File: src/rtl/wb_cmd_master.sv
// Single-transaction classic Wishbone initiator driven by a command/response
// handshake; every bus cycle is bounded by a TIMEOUT-cycle strobe limit.
module wb_cmd_master #(
    parameter int TIMEOUT = 255
) (
    input  logic        sys_clk,
    input  logic        sys_rst,
    input  logic        cmd_valid,
    output logic        cmd_ready,
    input  logic        cmd_we,
    input  logic [31:0] cmd_adr,
    input  logic [31:0] cmd_dat,
    output logic        rsp_valid,
    output logic        rsp_err,
    output logic [31:0] rsp_dat,
    output logic [31:0] wb_adr_o,
    output logic [31:0] wb_dat_o,
    input  logic [31:0] wb_dat_i,
    output logic [3:0]  wb_sel_o,
    output logic        wb_cyc_o,
    output logic        wb_stb_o,
    output logic        wb_we_o,
    input  logic        wb_ack_i
);

    localparam logic [1:0] IDLE = 2'd0;
    localparam logic [1:0] BUS  = 2'd1;
    localparam logic [1:0] RESP = 2'd2;

    localparam logic [15:0] LAST = 16'(TIMEOUT - 1);

    logic [1:0]  state;
    logic [15:0] cnt;

    assign cmd_ready = (state == IDLE);
    assign wb_stb_o  = wb_cyc_o;
    assign wb_sel_o  = 4'hF;

    always_ff @(posedge sys_clk or posedge sys_rst) begin
        if (sys_rst) begin
            state     <= IDLE;
            cnt       <= '0;
            wb_cyc_o  <= 1'b0;
            wb_we_o   <= 1'b0;
            wb_adr_o  <= '0;
            wb_dat_o  <= '0;
            rsp_valid <= 1'b0;
            rsp_err   <= 1'b0;
            rsp_dat   <= '0;
        end else begin
            rsp_valid <= 1'b0;
            unique case (state)
                IDLE: begin
                    if (cmd_valid) begin
                        wb_adr_o <= cmd_adr;
                        wb_dat_o <= cmd_dat;
                        wb_we_o  <= cmd_we;
                        wb_cyc_o <= 1'b1;
                        cnt      <= '0;
                        state    <= BUS;
                    end
                end
                BUS: begin
                    // Ack is checked first so a last-cycle ack still succeeds
                    if (wb_ack_i) begin
                        wb_cyc_o  <= 1'b0;
                        rsp_dat   <= wb_we_o ? 32'h0 : wb_dat_i;
                        rsp_err   <= 1'b0;
                        rsp_valid <= 1'b1;
                        state     <= RESP;
                    end else if (cnt == LAST) begin
                        wb_cyc_o  <= 1'b0;
                        rsp_dat   <= 32'h0;
                        rsp_err   <= 1'b1;
                        rsp_valid <= 1'b1;
                        state     <= RESP;
                    end else begin
                        cnt <= cnt + 16'd1;
                    end
                end
                RESP: begin
                    state <= IDLE;
                end
                default: begin
                    state    <= IDLE;
                    wb_cyc_o <= 1'b0;
                end
            endcase
        end
    end

endmodule

File: config.mk
export PLATFORM = sky130hd
export DESIGN_NAME = wb_cmd_master
export DESIGN_NICKNAME = d
export VERILOG_FILES = /design/src/rtl/wb_cmd_master.sv
export SDC_FILE = /design/constraint.sdc
export NUM_CORES = 1
export LEC_CHECK = 0
export CAP_MARGIN = 20
export CORE_AREA = 2 2 134 97
export CTS_CLUSTER_DIAMETER = 200
export DETAILED_ROUTE_END_ITERATION = 10
export DIE_AREA = 0 0 136 99
export PLACE_DENSITY = 0.85
export SYNTH_ARGS = -nofsm -noshare
export SYNTH_HDL_FRONTEND = slang
export SYNTH_SLANG_ARGS = --single-unit
File: constraint.sdc
create_clock -name sys_clk -period 4.7 [get_ports sys_clk]
set_input_delay 0.47 -clock sys_clk [delete_from_list [all_inputs] [get_ports sys_clk]]
set_output_delay 0.47 -clock sys_clk [all_outputs]
set_load 0.03 [all_outputs]
==> metrics.cfg, run 1 <==
[timing]
final_hold_viols=0
fin_crit_sh=0.474
timing.clock.skew_ns=0.00970
tns_ns=0
worst_slew_margin_rel=0.290
rsz_0062_raised_after_global_routing=no
post-route-min-period_ns=2.23
final-setup-viol-count=0
drv_slew=0
worstMarginPinSlew_ns=1.06
clock.fmax_ghz=0.449

[final_layout]
number_of_nets_in_the_finished_design=719
fill_cells=947
syn_to_final_growth_pct=52.8
multiInputGateArea_sq_mm=0.00194
share_of_final_layout_standard_cells_stronger_than_drive_strength_1=0.223
fin_area_sq_mm=0.00779
antenna-diode-count=0
register_area_sq_mm=0.00295

[setup_path]
r2r_setup_slack_ns=2.54
crit_fanout=9
worst-path-stages=2
critical_path.reg2reg.endpoint=cnt[2]
critical-path-max-stage-delay_ns=0.70
critical_path.top_delay_family=buffers and inverters
worst_setup_path_start_kind=flip-flop
worstPathArrival_ns=1.76
crit_required_ns=4.23
timing.rr.start=state[0]
path_cells=nor2_1 -> clkdlybuf4s50_1
worstSetupPathType=flip-flop to output port
critPathCaptureType=output port
critical_path.slowest_cell=clkdlybuf4s50_1
buf_inv_on_cp=1
reg2regPathDepth=5

[power_and_ir_drop]
power.share.combinational=0.383
pwr-share-seq=0.333
power_frac_clock=0.284
power.ir.vdd_worst_mv=0.306
power.internal_mw=2.84
power.switching_fraction=0.349
powerDensity_mw_per_mm2=561
netSwitchingPower_mw=1.52
p_leak_nw=3.18

[placed_design]
detailedPlacementHpwl_mm=8.98
placement.cell_area_sq_mm=0.00717
count_of_port_buffers_added_during_placement=202
finalWeightedCongestion=0.830

[cts]
tritoncts_clock_tree=done
number_of_h_tree_branching_levels=4
clockBufferDepth=2
clkSinkCount=118
cts.repair.resized=0
post_cts_setup_bufs=0
clk_pin_slew_worst_paths_ns=0.06
worst_skew_pair.late_latency_ns=0.40
holdBufCountCts=0
cts-buffers-inserted=17
ctsRootBufferMaster=clkbuf_16

[logic_synthesis]
synth.area.top_cells=dfrtp_1 (58%), mux2_2 (15%), o21ai_1 (3.9%)
synthArstFlopShare=1.00
synth_area_sq_mm=0.00509
syn-mean-instance-area_sq_um=12.2
biggest_area_consumer_among_synthesized_cells=dfrtp_1
synth-seq-area-share=0.580
synth_seq_cells=118
post_synth_cell_types=49
synth-edff-count=0
yosysWarningCount=0
synth.top_cell.area_share=0.580
synth_top_cells_by_count=dfrtp_1 (118), mux2_2 (66), nand2_1 (43), o21ai_1 (40), o21ai_0 (21)
synth_flop_cell=dfrtp_1
dominant_cell_by_count_in_the_synthesized_netlist=dfrtp_1
synthesized_instance_count=418

[global_routing]
grt_pass1_vias=4180
grt_max_degree=88
grt.overflow.total=0
initial_antenna_violation_count=0
grt_overall_usage=0.198
first_pass_grt_wire_length_mm=20.8

[route]
remaining_drc_errors=0
drtIter0Drc=147
avgViaCountPerCell=5.11
drtAntennaViolNets=0
vias=4035
detail_route.wirelength_mm=13.1
detailedRoute.firstPassIterationCount=4
avgRoutedWirePerCell_um=16.5

[floorplanning]
core_sq_mm=0.0122
std_cell_rows=34
die_x_um=136
die_area_sq_mm=0.0135
initial_core_util=0.419
fp.dieH_um=99
boundaryPins=207

[flow_run]
maxCapViolCount=0

[min_path]
hp-class=input port to asynchronous set/reset pin

[outcome]
status=complete, no violations

## layout make-up
class,instances,area share
inverters,8,0.00418
well taps,162,0.0260
clock inverters,10,0.0135
clock buffers,20,0.0599
flip-flops and latches,118,0.379
multi-input cells,264,0.249
repair buffers,207,0.268
## sequential cells by signal (all words and copies together), names as in the netlist
signal / count
wb_cyc_o: 1
rsp_err: 1
wb_adr_o: 32
rsp_dat: 32
rsp_valid: 1
cnt: 16
wb_we_o: 1
wb_dat_o: 32
state: 2
## routing by layer
layer  wire length [um]  GRT usage  vias up
met2               6680      0.336      145
met1               4970      0.222     2000
met4                193     0.0649        0
met3               1210     0.0890       18
met5                  0          0        -
li1                   -          -     1872
## how the worst max path moves through the flow
stage          startpoint          end  slack, ns
2_1_floorplan     sys_rst       cnt[0]       1.10
3_3_place_gp     wb_ack_i  rsp_dat[27]       2.25
3_5_place_dp     wb_ack_i   rsp_dat[8]       2.13
4_1_cts          state[0]    cmd_ready       2.47
5_1_grt          state[0]       cnt[2]       2.41
6_report         state[0]    cmd_ready       2.47
## worst reg2reg max path: stages (launching register included)
cell,delay (ns)
dfrtp_1,0.50
o21bai_1,0.89
nor2_1,0.16
o21ai_0,0.20
xor2_1,0.19
nor2_1,0.06
## cell families after synthesis
group / synth area share
flops: 0.580
simple gates: 0.0860
buf+inv: 0.0437
fa+ha+maj: 0.00491
xor+xnor: 0.00172
mux: 0.146
compound gates: 0.138
other cells: 0.000736
## layout by cell type (no fill, tap or decap), types with 3 or more instances in the layout
| master | netlist | routed |
|---|---|---|
| nand3_1 | 10 | 10 |
| inv_1 | 6 | 5 |
| buf_4 | 5 | 3 |
| nor2_1 | 8 | 8 |
| o21ai_1 | 40 | 40 |
| conb_1 | 1 | 4 |
| clkinv_2 | 0 | 6 |
| o211ai_1 | 3 | 3 |
| a21oi_1 | 9 | 9 |
| clkbuf_8 | 0 | 3 |
| clkdlybuf4s50_1 | 0 | 202 |
| clkbuf_16 | 0 | 17 |
| nand4_1 | 3 | 3 |
| mux2_2 | 66 | 66 |
| o21ai_2 | 20 | 20 |
| dfrtp_1 | 118 | 118 |
| nand2_1 | 43 | 43 |
| o21ai_0 | 21 | 21 |
## power groups by stage
stage	clock [mW]	sequential (mW)	combinational (mW)
4_1_cts	1.26	1.45	1.68
5_1_grt	1.31	1.49	1.76
3_5_place_dp	0	1.47	1.67
2_1_floorplan	0	1.96	0.456
3_3_place_gp	0	1.45	1.65
6_report	1.24	1.45	1.67
## per-stage QoR
step / std cells / power [mW] / hold WS, ns / util / setup slack [ns]
after floorplan: 421 / 2.41 / 0.485 / - / 1.10
after global placement: 757 / 3.10 / 0.472 / 0.589 / 2.25
after detailed placement: 757 / 3.14 / 0.481 / 0.589 / 2.13
after CTS: 787 / 4.40 / 0.496 / 0.636 / 2.47
after global routing: 789 / 4.56 / 0.476 / 0.640 / 2.41
final: 789 / 4.37 / 0.450 / 0.640 / 2.47
Power figures use the tool's default switching activity.
==> inputs of run 2 (changes only) <==
- clock period: 4.7 -> 2.25 ns (I/O delays scaled with it)
==> run 2 against run 1 <==
Compared with the run above: wire length shrank 1.6%; hold slack worse by 0.15 ns; cell count rose by 0.25%; critical endpoint is now rsp_err.
==> metrics.cfg, run 2 (synthesis results as in run 1) <==
[flow_run]
maxCapViolCount=0  ; unchanged

[setup_path]
r2r_setup_slack_ns=0.29  ; -2.25 ns
critPathCaptureType=flip-flop
crit_required_ns=2.57  ; -1.66 ns
worstSetupPathType=flip-flop to flip-flop
critical-path-max-stage-delay_ns=0.44  ; -0.26 ns
worstPathArrival_ns=2.28  ; +0.52 ns
crit_fanout=34  ; +25
path_cells=nor4_4 -> nand4_4 -> o21bai_4 -> nand2_4 -> inv_2 -> a2bb2oi_1
critical_path.reg2reg.endpoint=rsp_err
critical_path.top_delay_family=simple AND/OR/NAND/NOR gates
reg2regPathDepth=6  ; +1
worst-path-stages=6  ; +4
critical_path.slowest_cell=dfrtp_1
timing.rr.start=cnt[9]
buf_inv_on_cp=1  ; unchanged
worst_setup_path_start_kind=flip-flop

[global_routing]
grt_overall_usage=0.198  ; about the same
grt_pass1_vias=4128  ; -1.2%
first_pass_grt_wire_length_mm=20.9  ; +0.60%
grt.overflow.total=0  ; unchanged
initial_antenna_violation_count=0  ; unchanged
grt_max_degree=119  ; +35%

[placed_design]
count_of_port_buffers_added_during_placement=202  ; unchanged
placement.cell_area_sq_mm=0.00723  ; +0.75%
placed_cells=759  ; +0.26%
detailedPlacementHpwl_mm=9.03  ; +0.52%
finalWeightedCongestion=0.810  ; -2.4%

[final_layout]
post_layout_nonfiller_instances=791  ; +0.25%
fill_cells=941  ; -0.63%
reg_top3=rsp_dat x32, wb_adr_o x32, wb_dat_o x32
fin_area_sq_mm=0.00787  ; +1.0%
final_cell_mix=clkdlybuf4s50_1 (202), dfrtp_1 (118), mux2_2 (66), nand2_1 (43), o21ai_1 (40)
number_of_nets_in_the_finished_design=719  ; unchanged
register_area_sq_mm=0.00295  ; unchanged
multiInputGateArea_sq_mm=0.00194  ; unchanged
mostFrequentLayoutCell=clkdlybuf4s50_1
syn_to_final_growth_pct=54.4
share_of_final_layout_standard_cells_stronger_than_drive_strength_1=0.219  ; -0.00389
antenna-diode-count=0  ; unchanged

[power_and_ir_drop]
power.share.combinational=0.371  ; -0.012
netSwitchingPower_mw=3.16  ; +110%
power_frac_clock=0.308  ; +0.024
pwr-share-seq=0.321  ; -0.012
powerDensity_mw_per_mm2=1200  ; +110%
power.switching_fraction=0.335  ; -0.0141
power_mw=9.44  ; +120%
p_leak_nw=3.20  ; +0.85%
power.ir.vdd_worst_mv=0.699  ; +130%
power.internal_mw=6.28  ; +120%

[floorplanning]
die_x_um=136  ; unchanged
initial_core_util=0.419  ; unchanged
die_area_sq_mm=0.0135  ; unchanged
fp.dieH_um=99  ; unchanged
core_sq_mm=0.0122  ; unchanged
boundaryPins=207  ; unchanged
std_cell_rows=34  ; unchanged

[route]
drtIter0Drc=172  ; +17%
remaining_drc_errors=0  ; unchanged
drtAntennaViolNets=0  ; unchanged
detailedRoute.firstPassIterationCount=4  ; unchanged
avgViaCountPerCell=5.04  ; -1.4%
vias=3987  ; -1.2%
avgRoutedWirePerCell_um=16.2  ; -1.9%
detail_route.wirelength_mm=12.8  ; -1.6%

[cts]
post_cts_setup_bufs=0  ; unchanged
holdBufCountCts=0  ; unchanged
clockBufferDepth=2  ; unchanged
clk_pin_slew_worst_paths_ns=0.05  ; about the same
cts-buffers-inserted=17  ; unchanged
number_of_h_tree_branching_levels=4  ; unchanged
ctsRootBufferMaster=clkbuf_16
clkSinkCount=118  ; unchanged
tritoncts_clock_tree=done
worst_skew_pair.late_latency_ns=0.39  ; about the same
cts.repair.resized=0  ; unchanged

[timing]
fin_crit_sh=0.872
final_hold_viols=0  ; unchanged
worst_slew_margin_rel=0.550  ; +0.260
worstMarginPinSlew_ns=0.675  ; -0.388 ns
timing.clock.skew_ns=0.0102  ; +0.000487 ns
post-route-min-period_ns=1.96
clock.fmax_ghz=0.510
tns_ns=0  ; unchanged
holdWs_ns=0.304  ; -0.146 ns
final-setup-viol-count=0  ; unchanged
drv_slew=0  ; unchanged
rsz_0062_raised_after_global_routing=no

[min_path]
hp-class=input port to asynchronous set/reset pin

[outcome]
status=complete, no violations

[run 2: changes by cell type in the layout (fill, tap and decap cells not counted), sizes merged]
cell,previous run,this run
clkbuf,20,23
inv,8,7
clkinv,6,3
bufinv,2,5
[run 2: final cells by class]
| cell class | count | area share |
|---|---|---|
| Tap cell | 162 | 0.0258 |
| Inverter | 8 | 0.00429 |
| Sequential cell | 118 | 0.375 |
| Timing Repair Buffer | 207 | 0.267 |
| Clock buffer | 23 | 0.0595 |
| Clock inverter | 9 | 0.0220 |
| Multi-Input combinational cell | 264 | 0.247 |
[run 2: routing by layer]
layer / share of wire / track usage
met4: 0.016 / 0.0689
met5: 0 / 0
met1: 0.41 / 0.242
met3: 0.081 / 0.0684
met2: 0.49 / 0.326
[run 2: how the worst max path moves through the flow]
stage / slack, ns / from / end
finish: 0.29 / cnt[9] / rsp_err
global route: 0.11 / cnt[9] / rsp_err
CTS: 0.27 / cnt[9] / rsp_err
detailed placement: 0.26 / cnt[9] / rsp_err
global placement: 0.32 / wb_ack_i / cnt[15]
floorplan: 0.58 / sys_rst / cnt[0]
[run 2: worst reg2reg max path: stages, from the launching register on]
cell and delay [ns]:
dfrtp_1 0.44, nor4_4 0.36, nand4_4 0.24, o21bai_4 0.28, nand2_4 0.28, inv_2 0.13, a2bb2oi_1 0.15
[run 2: power groups by stage]
stage | clock network, mW | registers, mW | logic [mW]
finish | 2.90 | 3.03 | 3.51
global route | 3.07 | 3.11 | 3.68
CTS | 2.97 | 3.03 | 3.54
detailed placement | 0 | 3.06 | 3.53
global placement | 0 | 3.02 | 3.47
floorplan | 0 | 4.09 | 0.953
[run 2: through the flow]
stage / setup slack (ns) / util
floorplan: 0.584 / -
detailed placement: 0.264 / 0.594
CTS: 0.271 / 0.647
finish: 0.289 / 0.647
global route: 0.109 / 0.647
global placement: 0.316 / 0.594
==> inputs of run 3 (changes only) <==
--- a/config.mk
+++ b/config.mk
@@ -12,2 +12,3 @@
 export DIE_AREA = 0 0 136 99
+export HOLD_SLACK_MARGIN = 0.08
 export PLACE_DENSITY = 0.85
==> constraint.sdc (replaced) <==
create_clock -name sys_clk -period 2.25 [get_ports sys_clk]
set_input_delay 0.45 -clock sys_clk [delete_from_list [all_inputs] [get_ports sys_clk]]
set_output_delay 0.45 -clock sys_clk [all_outputs]
set_load 0.1 [all_outputs]
==> run 3 against run 2 <==
Compared with the run above: count of clock-buffer cells in the layout grew 1; design area shrank 2.9%; combinational power grew 79%; maximum frequency shrank 0.91%; sequential cell count is the same; critical path type unchanged; wire length shrank 2.9%; largest cell class unchanged; highest routed layer unchanged; critical path depth is the same; via count grew 0.53%; sequential share of layout area grew 1.1 points.
==> metrics.cfg, run 3 (synthesis results as in run 1) <==
[outcome]
status=complete, no violations

[route]
avgViaCountPerCell=5.04  ; -0.10%
detailedRoute.firstPassIterationCount=4  ; unchanged
drtAntennaViolNets=0  ; unchanged
remaining_drc_errors=0  ; unchanged
detail_route.wirelength_mm=12.5  ; -2.9%
avgRoutedWirePerCell_um=15.7  ; -3.5%
drtIter0Drc=160  ; -7.0%
vias=4008  ; +0.53%

[cts]
post_cts_setup_bufs=0  ; unchanged
number_of_h_tree_branching_levels=4  ; unchanged
clockBufferDepth=2  ; unchanged
clkSinkCount=118  ; unchanged
cts-buffers-inserted=17  ; unchanged
worst_skew_pair.late_latency_ns=0.40  ; about the same
clk_pin_slew_worst_paths_ns=0.05  ; about the same
holdBufCountCts=0  ; unchanged
ctsRootBufferMaster=clkbuf_16
tritoncts_clock_tree=done
cts.repair.resized=0  ; unchanged

[placed_design]
detailedPlacementHpwl_mm=8.94  ; -0.89%
finalWeightedCongestion=0.840  ; +3.6%
place_worst_setup_slack_ns=0.0761  ; -0.187 ns
count_of_port_buffers_added_during_placement=202  ; unchanged

[final_layout]
syn_to_final_growth_pct=49.9
reg_top3=rsp_dat x32, wb_adr_o x32, wb_dat_o x32
multiInputGateArea_sq_mm=0.00194  ; unchanged
share_of_final_layout_standard_cells_stronger_than_drive_strength_1=0.386  ; +0.167
final_cell_mix=dfrtp_1 (118), buf_4 (107), clkdlybuf4s50_1 (100), mux2_2 (66), nand2_1 (43)
number_of_nets_in_the_finished_design=724  ; +0.70%
fill_cells=928  ; -1.4%
antenna-diode-count=0  ; unchanged
register_area_sq_mm=0.00295  ; unchanged
mostFrequentLayoutCell=dfrtp_1

[global_routing]
grt.overflow.total=0  ; unchanged
initial_antenna_violation_count=0  ; unchanged
grt_pass1_vias=4186  ; +1.4%
first_pass_grt_wire_length_mm=20.8  ; -0.43%
grt_max_degree=68  ; -43%
grt_overall_usage=0.198  ; about the same

[setup_path]
worstSetupPathType=flip-flop to flip-flop
worstPathArrival_ns=2.30  ; +0.02 ns
reg2regPathDepth=6  ; unchanged
worst_setup_path_start_kind=flip-flop
crit_required_ns=2.57  ; about the same
timing.rr.start=cnt[9]
critical_path.startpoint=cnt[9]
crit_fanout=34  ; unchanged
critPathCaptureType=flip-flop
critPathCapture=rsp_err
critical_path.reg2reg.endpoint=rsp_err
r2r_setup_slack_ns=0.27  ; -0.02 ns

[power_and_ir_drop]
power.internal_mw=5.89  ; -6.2%
power_frac_clock=0.228  ; -0.080
p_leak_nw=3.34  ; +4.3%
powerDensity_mw_per_mm2=1580  ; +32%
pwr-share-seq=0.252  ; -0.069
power.share.combinational=0.520  ; +0.149
power.ir.vdd_worst_mv=0.996  ; +42%
netSwitchingPower_mw=6.19  ; +96%
power.switching_fraction=0.512  ; +0.177

[floorplanning]
core_sq_mm=0.0122  ; unchanged
boundaryPins=207  ; unchanged
std_cell_rows=34  ; unchanged
initial_core_util=0.419  ; unchanged
die_area_sq_mm=0.0135  ; unchanged
die_x_um=136  ; unchanged
fp.dieH_um=99  ; unchanged

[timing]
final_hold_viols=0  ; unchanged
post-route-min-period_ns=1.98  ; +0.0181 ns
tns_ns=0  ; unchanged
fin_ws_ns=0.270  ; -0.0181 ns
final-setup-viol-count=0  ; unchanged
timing.clock.skew_ns=0.0137  ; +0.00350 ns
holdWs_ns=0.490  ; +0.185 ns
fin_crit_sh=0.880  ; +0.00802
clock.fmax_ghz=0.505  ; -0.91%
worstMarginPinSlew_ns=0.569  ; -0.106 ns
worst_slew_margin_rel=0.620  ; +0.0698
drv_slew=0  ; unchanged
rsz_0062_raised_after_global_routing=no

[flow_run]
maxCapViolCount=0  ; unchanged

[min_path]
hp-class=flip-flop to flip-flop

[run 3: critical path: stages (launching register included)]
cell	delay, ns
dfrtp_1	0.44
nor4_4	0.37
nand4_4	0.24
o21bai_4	0.30
nand2_4	0.29
inv_2	0.13
a2bb2oi_1	0.15
[run 3: metrics by stage]
step                area (sq um)  total power, mW   util  instances
floorplan                   5110             7.97      -        421
finish                      7640             12.1  0.628        796
detailed placement          7030             9.39  0.578        764
global placement            7030             9.29  0.578        764
CTS                         7640             12.2  0.628        796
global route                7640             12.5  0.628        796
[run 3: area by class of cell]
type,instances,area share
Clock buffer,24,0.0631
Clock inverter,8,0.0159
Sequential cell,118,0.387
Tap cell,162,0.0265
Timing Repair Buffer,212,0.249
Inverter,8,0.00442
Multi-Input combinational cell,264,0.254
[run 3: how the worst min path moves through the flow]
stage                     slack [ns]  cells past startpoint     endpoint         from
after floorplan                 0.49                      1      cnt[12]      cnt[12]
after global placement          0.47                      2  rsp_dat[27]  rsp_dat[27]
after detailed placement        0.48                      2  rsp_dat[26]  rsp_dat[26]
after CTS                       0.49                      2  rsp_dat[26]  rsp_dat[26]
after global routing            0.52                      2   rsp_dat[0]   rsp_dat[0]
final                           0.49                      2   rsp_dat[0]   rsp_dat[0]
[run 3: power groups by stage]
stage	clock, mW	combinational, mW	sequential, mW
6_report	2.76	6.28	3.04
5_1_grt	2.93	6.46	3.13
4_1_cts	2.81	6.31	3.05
3_5_place_dp	0	6.31	3.08
3_3_place_gp	0	6.25	3.03
2_1_floorplan	0	1.04	6.93
[run 3: routing by layer]
layer  routed length (um)  global-route usage  up-vias  part of all wire
met3                  909              0.0679       24             0.073
met2                 5990               0.316      141              0.48
li1                     -                   -     1887                 -
met5                    0                   0        -                 0
met1                 5280               0.243     1956              0.42
met4                  287              0.0881        0             0.023
